File: src/rtl/time_pkg.sv
// Shared time-of-day types and field limits for the digital clock and alarm path.
package time_pkg;

   typedef logic [6:0] tval_t;

   localparam int SEC_PER_MIN = 60;
   localparam int MIN_PER_HR  = 60;
   localparam int HR_PER_DAY  = 24;
   localparam int DAYS_PER_WK = 7;

   typedef enum logic {
      TK_RUN = 1'b0,
      TK_SET = 1'b1
   } tk_state_e;

endpackage

File: src/rtl/mod_counter.sv
// Modulo-MOD field counter: synchronous load of rst_val, clear, and increment with wrap at MOD-1.
module mod_counter
   import time_pkg::*;
#(
   parameter int MOD = 60
) (
   input  logic  clk,
   input  logic  rst,
   input  tval_t rst_val,
   input  logic  clr,
   input  logic  inc,
   output tval_t q,
   output logic  wrap
);

   logic at_max;

   // Wrap on an explicit compare so no out-of-range value can ever be stored.
   assign at_max = (q == tval_t'(MOD - 1));
   assign wrap   = inc && at_max;

   always_ff @(posedge clk) begin
      if (rst) begin
         q <= rst_val;
      end else if (clr) begin
         q <= '0;
      end else if (inc) begin
         q <= at_max ? '0 : q + tval_t'(1);
      end
   end

endmodule

File: src/rtl/time_keeper.sv
// Seconds/minutes/hours/weekday chain with RUN (carrying) and SET (independent advance) modes.
// Optional seconds prescaler enabled by defining TK_PRESCALE_EN.
module time_keeper
   import time_pkg::*;
#(
   parameter int TICKS_PER_SEC = 1,
   parameter int RESET_DAY     = 0
) (
   input  logic      Pulse,
   input  logic      Reset,
   input  logic      Timeset,
   input  logic      Minadv,
   input  logic      Hrsadv,
   input  logic      Dayadv,
   output tval_t     tsec,
   output tval_t     tmin,
   output tval_t     thrs,
   output tval_t     tdays,
   output logic      day_roll,
   output tk_state_e state
);

   if (TICKS_PER_SEC < 1) begin : g_bad_ticks
      $error("time_keeper: TICKS_PER_SEC must be >= 1");
   end

   tk_state_e state_next;
   logic      run;
   logic      tick;
   logic      sec_wrap;
   logic      min_wrap;
   logic      hr_wrap;
   logic      unused_day_wrap;
   logic      min_inc;
   logic      hr_inc;
   logic      day_inc;

   // Mode decisions use Timeset directly; the state register is a lagged mirror for observation.
   assign run = ~Timeset;

   always_ff @(posedge Pulse) begin
      if (Reset) begin
         state <= TK_RUN;
      end else begin
         state <= state_next;
      end
   end

   always_comb begin
      state_next = state;
      if (Timeset) begin
         state_next = TK_SET;
      end else begin
         state_next = TK_RUN;
      end
   end

`ifdef TK_PRESCALE_EN
   localparam int PW = (TICKS_PER_SEC > 1) ? $clog2(TICKS_PER_SEC) : 1;
   localparam logic [PW-1:0] PRE_MAX = PW'(TICKS_PER_SEC - 1);

   logic [PW-1:0] pre;

   assign tick = run && (pre == PRE_MAX);

   always_ff @(posedge Pulse) begin
      if (Reset || Timeset || (pre == PRE_MAX)) begin
         pre <= '0;
      end else begin
         pre <= pre + 1'b1;
      end
   end
`else
   assign tick = run;
`endif

   // In SET each field takes its own button; in RUN each takes the carry from below.
   assign min_inc = Timeset ? Minadv : sec_wrap;
   assign hr_inc  = Timeset ? Hrsadv : min_wrap;
   assign day_inc = Timeset ? Dayadv : hr_wrap;

   mod_counter #(.MOD(SEC_PER_MIN)) u_sec (
      .clk(Pulse), .rst(Reset), .rst_val('0), .clr(Timeset), .inc(tick),
      .q(tsec), .wrap(sec_wrap)
   );

   mod_counter #(.MOD(MIN_PER_HR)) u_min (
      .clk(Pulse), .rst(Reset), .rst_val('0), .clr(1'b0), .inc(min_inc),
      .q(tmin), .wrap(min_wrap)
   );

   mod_counter #(.MOD(HR_PER_DAY)) u_hr (
      .clk(Pulse), .rst(Reset), .rst_val('0), .clr(1'b0), .inc(hr_inc),
      .q(thrs), .wrap(hr_wrap)
   );

   mod_counter #(.MOD(DAYS_PER_WK)) u_day (
      .clk(Pulse), .rst(Reset), .rst_val(tval_t'(RESET_DAY)), .clr(1'b0), .inc(day_inc),
      .q(tdays), .wrap(unused_day_wrap)
   );

   always_ff @(posedge Pulse) begin
      if (Reset) begin
         day_roll <= 1'b0;
      end else begin
         day_roll <= run && hr_wrap;
      end
   end

endmodule
File: config.mk
export PLATFORM = sky130hd
export DESIGN_NAME = time_keeper
export DESIGN_NICKNAME = d
export VERILOG_FILES = /design/src/rtl/time_pkg.sv /design/src/rtl/mod_counter.sv /design/src/rtl/time_keeper.sv
export SDC_FILE = /design/constraint.sdc
export NUM_CORES = 1
export LEC_CHECK = 0
export CELL_PAD_IN_SITES_DETAIL_PLACEMENT = 0
export CELL_PAD_IN_SITES_GLOBAL_PLACEMENT = 1
export CORE_MARGIN = 5
export CORE_UTILIZATION = 41
export DETAILED_ROUTE_END_ITERATION = 10
export PLACE_DENSITY = 0.82
export SLEW_MARGIN = 40
export SYNTH_ARGS = -nofsm -noshare
export SYNTH_HDL_FRONTEND = slang
export SYNTH_HIERARCHICAL = 1
export SYNTH_SLANG_ARGS = --single-unit
File: constraint.sdc
create_clock -name Pulse -period 3.7 [get_ports Pulse]
set_input_delay 0.74 -clock Pulse [delete_from_list [all_inputs] [get_ports Pulse]]
set_output_delay 0.74 -clock Pulse [all_outputs]
set_load 0.05 [all_outputs]
==> summary.txt <==
Clock network
  – CTS H-tree lvls: 2
  – Post-CTS sizing: 0
  – Worst-path clk slew: ~0.070 ns
  – CTS Sinks: 30
  – Setup bufs post-CTS: 0
  – CTS max path bufs: 2
  – CTS tree: built
  – CTS Buf Count: 5
  – Clock root buffer: clkbuf_8
  – Clk Latency, worst-skew pair: 0.29 ns
  – Post-CTS Hold Buffers: 0

Flow run
  – Max_cap viols: 0

Detailed routing
  – Count of TritonRoute iterations in the first routing pass: 4
  – Final ANT Viol Nets: 0
  – Avg WL per Cell: ~13 um
  – Residual DRC count: 0
  – WL met3: between 150 and 200 um
  – Via count: 1371
  – Met2 WL: 1720 um
  – Highest Signal Layer: met4
  – Metal-1 WL: roughly 1900 um
  – Vias per cell: between 4 and 5
  – Drt total wl: approximately 3800 um
  – 1st-iter DRT viols: roughly 60

Min path
  – Worst Hold Class: reg -> reg
  – Startpoint of the worst hold path: u_sec/q[0]$_DFFE_PP_
  – Endpoint, Worst Hold: u_sec/q[0]$_DFFE_PP_
  – Hold Path Depth: 1

Cells and area
  – Number of inserted diodes: 0
  – Share of cells above drive strength 1: 0.184
  – Fill count: roughly 430
  – Final net count: about 260
  – Finished Cell Area: roughly 2600 um^2
  – Commonest non-fill, non-tap cell in the layout: conb_1
  – Non-Filler Instances: about 300
  – Commonest non-fill, non-tap cells in the layout: 37 x conb_1, 34 x clkdlybuf4s50_1, 32 x nand2_1, 28 x edfxtp_1, 18 x o31ai_2
  – Finished Core Util: 0.548
  – Area grow syn2layout: 31.3%

GRT
  – Initial antenna violation count: 0
  – Vias in the first global route: ~1300
  – Largest net degree at the start of global routing: 27
  – First-pass GRT wire length: 6180 um
  – GRT Util Overall: 0.130
  – GRT overflow: 0

Power
  – LEAKAGE: around 0.97 nW
  – P per Cell Area: between 400 and 500 nW/um^2
  – Max VDD drop: approximately 0.20 mV
  – Power Total: ~1.1 mW

STA
  – Setup Viol. Count Final: 0
  – Final setup margin: between 0.6 and 0.7 ns
  – Slew @ Worst Pin: around 0.52 ns
  – Slew Limit Headroom: 0.649
  – Final clock skew: between 0.005 and 0.006 ns
  – Worst hold slack: 0.673 ns
  – Max-slew violations: 0
  – RSZ-0062 raised after global routing: false
  – Hold Fails Final Rpt: 0
  – Minimum clock period: just over 3 ns
  – Fmax: roughly 320 MHz
  – Crit share post-route: 0.833
  – Sum Neg Setup Slack: 0 ns

Place
  – Placed instance count: 291
  – GPL Wtd Cong: 0.702
  – Final HPWL DP: between 2000 and 3000 um
  – Port Buffers: 35
  – Pre-CTS setup slack: slightly above 0.3 ns
  – Post-place instance area: about 2500 um^2

Run status
  – Status: finished clean

Floorplanning
  – Core ar.: between 4000 and 5000 um^2
  – Die Wd: ~79 um
  – I/O pin cnt: 36
  – Core Rows: 25
  – Starting Density: 0.417
  – DIE AREA: around 6200 um^2
  – Die Span Y: about 79 um

Yosys
  – Post-Synthesis Cells: 170
  – Avg Cell Area, Syn: 11.4 um^2
  – Post-synth design cell area: 1940 um^2
  – YS warnings: 6

Critical path
  – Worst endpoint required time: 3.70 ns
  – R2r startpoint: u_sec/q[0]$_DFFE_PP_
  – Worst path arrival time: about 3 ns
  – Max FO, Critical Path: 7
  – Crit. End Element: register
  – Worst R2R Setup Slack: approximately 0.74 ns
  – WS Path Type: in -> reg
  – Worst setup SP type: input pin
  – Worst r2r path cells: 9
  – Critical R2R Capture: u_day/q[3]$_DFFE_PP_
[final cells by class]
type,count,area [um^2],area share
multi-input combinational,167,1140,0.446
sequential,30,881,0.345
timing repair buffer,38,368,0.144
clock buffer,7,86.3,0.0338
tap,54,67.6,0.0265
inverter,2,7.51,0.00294
clock inverter,1,5.00,0.00196
[critical path, stage by stage]
cell and delay [ns]:
clkdlybuf4s50_1 0.54, buf_4 0.16, mux2_2 0.33, and2_2 0.16
mux2_2 0.26, and2_1 0.15, mux2_2 0.25, or3_1 0.49
[state kept, by name, indices dropped and copies added (netlist names)]
register	cells
u_hr/q	7
day_roll	1
u_sec/q	7
u_day/q	7
u_min/q	7
state	1
[worst max path at each step]
| stage | from | to | slack, ns |
|---|---|---|---|
| after floorplan | u_sec/q[0]$_DFFE_PP_ | u_day/q[0]$_DFFE_PP_ | 0.58 |
| after global placement | Timeset | u_day/q[5]$_DFFE_PP_ | 0.36 |
| after detailed placement | Timeset | u_day/q[6]$_DFFE_PP_ | 0.31 |
| after CTS | Timeset | u_day/q[3]$_DFFE_PP_ | 0.62 |
| after global routing | Timeset | u_day/q[2]$_DFFE_PP_ | 0.51 |
| final | Timeset | u_day/q[3]$_DFFE_PP_ | 0.62 |
[metal layers]
metal  track usage  up-vias
met5             0        -
met4        0.0619        0
met3        0.0374        7
met2         0.201       26
met1         0.167      607
li1              -      731
[power by group]
group | internal [mW] | switching (mW) | total (mW)
clock | 0.150 | 0.130 | 0.280
sequential | 0.414 | 0.0436 | 0.458
combinational | 0.112 | 0.201 | 0.313
(Power assumes the default switching activity.)
